**src/rtl/hamming_tx.sv**
```systemverilog
// hamming_tx
//   Encodes a 4-bit nibble as a Hamming(7,4) codeword, optionally flips one
//   code bit for error-injection testing, and sends the codeword on a UART-like
//   serial line: one start bit (0), seven code bits LSB first, one stop bit (1).
//   Each bit lasts CLKS_PER_BIT clock cycles.
//
// Ports
//   clk        system clock, rising-edge active
//   rst_n      synchronous active-low reset
//   data_i     nibble to encode (d1..d4 = data_i[0..3])
//   valid_i    data_i valid; a transfer happens when valid_i and ready_o are both 1
//   err_pos_i  code bit position 1..7 to invert, 0 = no injection
//   ready_o    idle and able to accept a nibble
//   code_o     last transmitted codeword, including any injected error
//   tx_o       registered serial output, idles high
//   done_o     one-cycle pulse in the first idle cycle after a frame
module hamming_tx #(
   parameter int CLKS_PER_BIT = 27
) (
   input  logic       clk,
   input  logic       rst_n,
   input  logic [3:0] data_i,
   input  logic       valid_i,
   input  logic [2:0] err_pos_i,
   output logic       ready_o,
   output logic [6:0] code_o,
   output logic       tx_o,
   output logic       done_o
);

   // The baud counter only needs to reach CLKS_PER_BIT-1; keep it at least
   // one bit wide so CLKS_PER_BIT=1 still elaborates.
   localparam int              CW       = (CLKS_PER_BIT > 1) ? $clog2(CLKS_PER_BIT) : 1;
   localparam logic [CW-1:0]   CNT_LAST = CW'(CLKS_PER_BIT - 1);

   typedef enum logic [1:0] {
      IDLE  = 2'd0,
      START = 2'd1,
      DATA  = 2'd2,
      STOP  = 2'd3
   } state_t;

   state_t        state, state_nxt;
   logic [CW-1:0] cnt, cnt_nxt;
   logic [2:0]    bitn, bitn_nxt;
   logic [6:0]    code_nxt;
   logic          tx_nxt;
   logic          done_nxt;
   logic          bit_end;

   // Hamming(7,4) with even parity; code index i holds Hamming position i+1,
   // so parity bits sit at the power-of-two positions 1, 2 and 4.
   function automatic logic [6:0] encode(input logic [3:0] d, input logic [2:0] err);
      logic [6:0] c;
      logic       p1, p2, p4;
      p1 = d[0] ^ d[1] ^ d[3];
      p2 = d[0] ^ d[2] ^ d[3];
      p4 = d[1] ^ d[2] ^ d[3];
      c  = {d[3], d[2], d[1], p4, d[0], p2, p1};
      if (err != 3'd0)
         c[err - 3'd1] = ~c[err - 3'd1];
      return c;
   endfunction

   assign ready_o = (state == IDLE);
   assign bit_end = (cnt == CNT_LAST);

   always_comb begin
      state_nxt = state;
      cnt_nxt   = cnt;
      bitn_nxt  = bitn;
      code_nxt  = code_o;
      done_nxt  = 1'b0;

      // The line level is registered from the current state, so it trails the
      // state register by one cycle: tx_o drops on the edge after the transfer,
      // and the idle cycle after STOP shows up as exactly one high cycle when
      // the next transfer arrives with done_o.
      case (state)
         START:   tx_nxt = 1'b0;
         DATA:    tx_nxt = code_o[bitn];
         default: tx_nxt = 1'b1;
      endcase

      case (state)
         IDLE: begin
            cnt_nxt  = '0;
            bitn_nxt = 3'd0;
            if (valid_i) begin
               state_nxt = START;
               code_nxt  = encode(data_i, err_pos_i);
            end
         end
         START: begin
            if (bit_end) begin
               cnt_nxt   = '0;
               state_nxt = DATA;
            end else begin
               cnt_nxt = cnt + 1'b1;
            end
         end
         DATA: begin
            if (bit_end) begin
               cnt_nxt = '0;
               if (bitn == 3'd6) begin
                  bitn_nxt  = 3'd0;
                  state_nxt = STOP;
               end else begin
                  bitn_nxt = bitn + 3'd1;
               end
            end else begin
               cnt_nxt = cnt + 1'b1;
            end
         end
         STOP: begin
            if (bit_end) begin
               cnt_nxt   = '0;
               state_nxt = IDLE;
               done_nxt  = 1'b1;
            end else begin
               cnt_nxt = cnt + 1'b1;
            end
         end
         default: begin
            state_nxt = IDLE;
            cnt_nxt   = '0;
            bitn_nxt  = 3'd0;
         end
      endcase
   end

   always_ff @(posedge clk) begin
      if (!rst_n) begin
         state  <= IDLE;
         cnt    <= '0;
         bitn   <= 3'd0;
         code_o <= 7'd0;
         tx_o   <= 1'b1;
         done_o <= 1'b0;
      end else begin
         state  <= state_nxt;
         cnt    <= cnt_nxt;
         bitn   <= bitn_nxt;
         code_o <= code_nxt;
         tx_o   <= tx_nxt;
         done_o <= done_nxt;
      end
   end

endmodule
```
**config.mk**
```make
export PLATFORM = sky130hd
export DESIGN_NAME = hamming_tx
export DESIGN_NICKNAME = d
export VERILOG_FILES = /design/src/rtl/hamming_tx.sv
export SDC_FILE = /design/constraint.sdc
export NUM_CORES = 1
export LEC_CHECK = 0
export ABC_AREA = 1
export BUFFER_PORTS_ARGS = -buffer_cell sky130_fd_sc_hd__buf_2
export CORE_UTILIZATION = 45
export CTS_BUF_LIST = sky130_fd_sc_hd__clkbuf_2
export DETAILED_ROUTE_END_ITERATION = 10
export MAX_ROUTING_LAYER = met4
export PLACE_DENSITY = 0.73
export SLEW_MARGIN = 40
export SYNTH_ARGS = -nofsm -noshare
export SYNTH_HDL_FRONTEND = slang
export SYNTH_SLANG_ARGS = --single-unit
export TNS_END_PERCENT = 20
```
**constraint.sdc**
```tcl
create_clock -name clk -period 1.41 [get_ports clk]
set_input_delay 0.282 -clock clk [delete_from_list [all_inputs] [get_ports clk]]
set_output_delay 0.282 -clock clk [all_outputs]
set_load 0.1 [all_outputs]
```
==> impl_metrics.json <==
{
  "run_status": "finished, violations left",
  "failed_checks": "setup timing",
  "fp-row-count": 19,
  "fillers": 250,
  "grt_util_all_layers_pct": 19.7,
  "hold_viol": 0,
  "die_height_um": 55.7,
  "finalNonFillerCells": 270,
  "wl_per_cell_um": 10.4,
  "antenna_found_initial": 0,
  "clock_latency_ps": 310,
  "setup_viol": 3,
  "rsz0062_at_grt": "yes",
  "power_density_nw_per_um2": 1580,
  "period_needed_ps": 1490,
  "cts.clk_slew.worst_paths_ps": 220,
  "min_period_over_period_pct": 106,
  "cap_violations": 0,
  "dr.pass1.iters": 6,
  "pwr-share-comb_pct": 63.9,
  "setup_slack_ps": -80.9,
  "die_w_um": 55.7,
  "p_leak_uw": 0.000808,
  "pwr-share-clk_pct": 9.0,
  "syn_inst": 204,
  "vias": 1366,
  "antenna_cells": 0,
  "synth_seq_cells": 19,
  "sw_frac_of_total_pct": 50.3,
  "synthToLayoutAreaGrowth_pct": 27.2,
  "cp.required_ps": 1130,
  "hold_path.class": "input pin to register",
  "place_area_um2": 1550,
  "ios": 20,
  "start_kind": "register",
  "antenna_left": 0,
  "routed_wl_um": 2820,
  "drtIter0Drc": 37,
  "drc": 0,
  "grt_pass1_vias": 1165,
  "layout-drive-gt1-share_pct": 31.0,
  "start_util_pct": 47.5,
  "fin_area_um2": 1650,
  "grt_first_pass_wirelength_um": 4980,
  "clock.fmax_mhz": 671,
  "vias_per_cell": 5.06,
  "p_int_uw": 1290,
  "power_uw": 2600,
  "cts_tree": "done",
  "sequentialPowerShare_pct": 27.1,
  "netlist_area_um2": 1300,
  "cts-buffers-inserted": 3,
  "avgSynthCellArea_um2": 6.36,
  "slowest_delay_ps": 400,
  "h-tree-depth": 1,
  "worstSetupPathType": "register to primary output",
  "slew_violations": 0,
  "ys_warn_count": 0,
  "synth.distinct_cells": 27,
  "io_buffers": 19,
  "dp_hpwl_um": 2230,
  "endpoint_kind": "primary output",
  "tightest_slew_ps": 484,
  "core_um2": 2730,
  "overflow": 0,
  "place_ws_ps": -144,
  "die_area_um2": 3100,
  "ir_worst_vdd_mv": 1.26,
  "arrival_ps": 1210,
  "critPathBufInv": 3,
  "grt_max_degree": 15,
  "final_nets": 259,
  "p_sw_uw": 1310,
  "clockBufferDepth": 2,
  "cts_root_buf": "clkbuf_2",
  "fin_skew_ps": 39.3,
  "finalWeightedCongestion": 0.868,
  "ys_seq_area_share_pct": 29.3,
  "placed_cells": 264,
  "path_delay_family": "flip-flops",
  "max-slew-margin-rel_pct": 67.9,
  "critical_path.slowest_cell": "dfxtp_2",
  "synth_fp_nets": 223,
  "path_max_fanout": 4,
  "crit_chain": "inv_2, buf_6, ha_4, buf_12",
  "cts.sinks": 19
}
[cell usage after synthesis (all sizes together)]
library cell	instances	area share (%)
nand2	68	21
inv	28	8.1
nor2	28	8.5
dfxtp	19	29
a21oi	15	5.8
nand3	12	6.0
ha	9	8.7
nand4	7	3.4
o21ai	4	1.5
nor3	3	1.5
xor2	2	1.4
a31oi	1	0.48
clkbuf	1	0.29
o2111ai	1	0.68
o211ai	1	0.58
o21a	1	0.58
o21bai	1	0.58
o22ai	1	0.48
or2	1	0.48
xnor2	1	0.68
[placed cells by master (no fill, tap or decap), types with 2 or more instances in the layout]
cell type and n:
nand3_1 10, dfxtp_1 12, nand4_1 7, buf_2 13, nor3_1 2, nand2_1 60, o21ai_0 3, nor2_2 3
buf_4 12, a21oi_1 12, clkbuf_4 4, clkbuf_2 3, inv_2 11, dfxtp_2 7, a21oi_2 3, nor2_1 25
inv_1 17, buf_6 2, nand2_2 7, ha_1 8, xor2_1 2
[cell type report]
cell class	instances	area, µm²	share of cell area, %
clock buffers	3	15.0	0.910
multi-input cells	156	870	52.7
flip-flops and latches	19	389	23.6
inverters	28	105	6.37
well taps	31	38.8	2.35
clock inverters	1	5.00	0.303
repair buffers	32	228	13.8
[logic make-up (layout without fill, tap and decap cells)]
kind of cell / Yosys count / in the layout / synth area share (%)
adders and majority gates: 9 / 9 / 8.68
xor gates and xnor gates: 3 / 3 / 2.03
buffers and inverters: 29 / 64 / 8.39
AOI/OAI and AO/OA: 25 / 25 / 10.7
and+or+nand+nor: 119 / 119 / 40.9
DFF: 19 / 19 / 29.3
[layer usage]
metal / global-route usage (%) / part of all wire (%) / up-vias
met4: 3.21 / 0.71 / 0
met5: - / 0 / -
met2: 30.8 / 43 / 29
met3: 1.86 / 3.9 / 2
li1: - / - / 722
met1: 28.1 / 52 / 613
[stage by stage]
stage / util (%) / hold WS (ps) / setup TNS [ps]
final: 60.4 / 229 / -122
after detailed placement: 56.5 / 471 / -912
after floorplan: - / 366 / 0
after global routing: 60.4 / 219 / -551
after global placement: 56.5 / 462 / -604
after CTS: 58.9 / 219 / -67.1
[worst reg2reg max path: stages (launching register included)]
cell and delay [ps]:
dfxtp_2 370, buf_4 130, ha_1 170, or2_1 250
o22ai_2 210, nand2_1 100, nand2_1 60, a21oi_1 60
[power by group through the flow]
stage / Combinational, µW / Clock [µW] / Sequential (µW)
after floorplan: 750 / 0 / 1070
after global placement: 1490 / 0 / 705
after detailed placement: 1500 / 0 / 708
after CTS: 1620 / 237 / 701
after global routing: 1810 / 257 / 717
final: 1660 / 235 / 705
[flip-flops by register name, indices dropped and copies added (netlist names)]
name / cells
bitn: 3
cnt: 5
state: 2
tx_o: 1
code_o: 7
done_o: 1
[worst paths after layout]
check                   end  slack (ps)  cells after the start  startpoint
setup / recovery    ready_o         -80                      4    state[1]
setup reg to reg   state[1]         -30                      7    state[0]
hold / removal         tx_o         230                      2       rst_n
hold reg to reg   code_o[0]         490                      2   code_o[0]
[what timing repair did]
item / in CTS / in global routing
hold buffers: 0 / 0
setup buffers: 2 / 0
hold endpoints to repair: 0 / 0
pin swaps: 1 / 5
setup endpoints to repair: 4 / 15
resized for setup: 9 / 12
(Power assumes the default switching activity.)
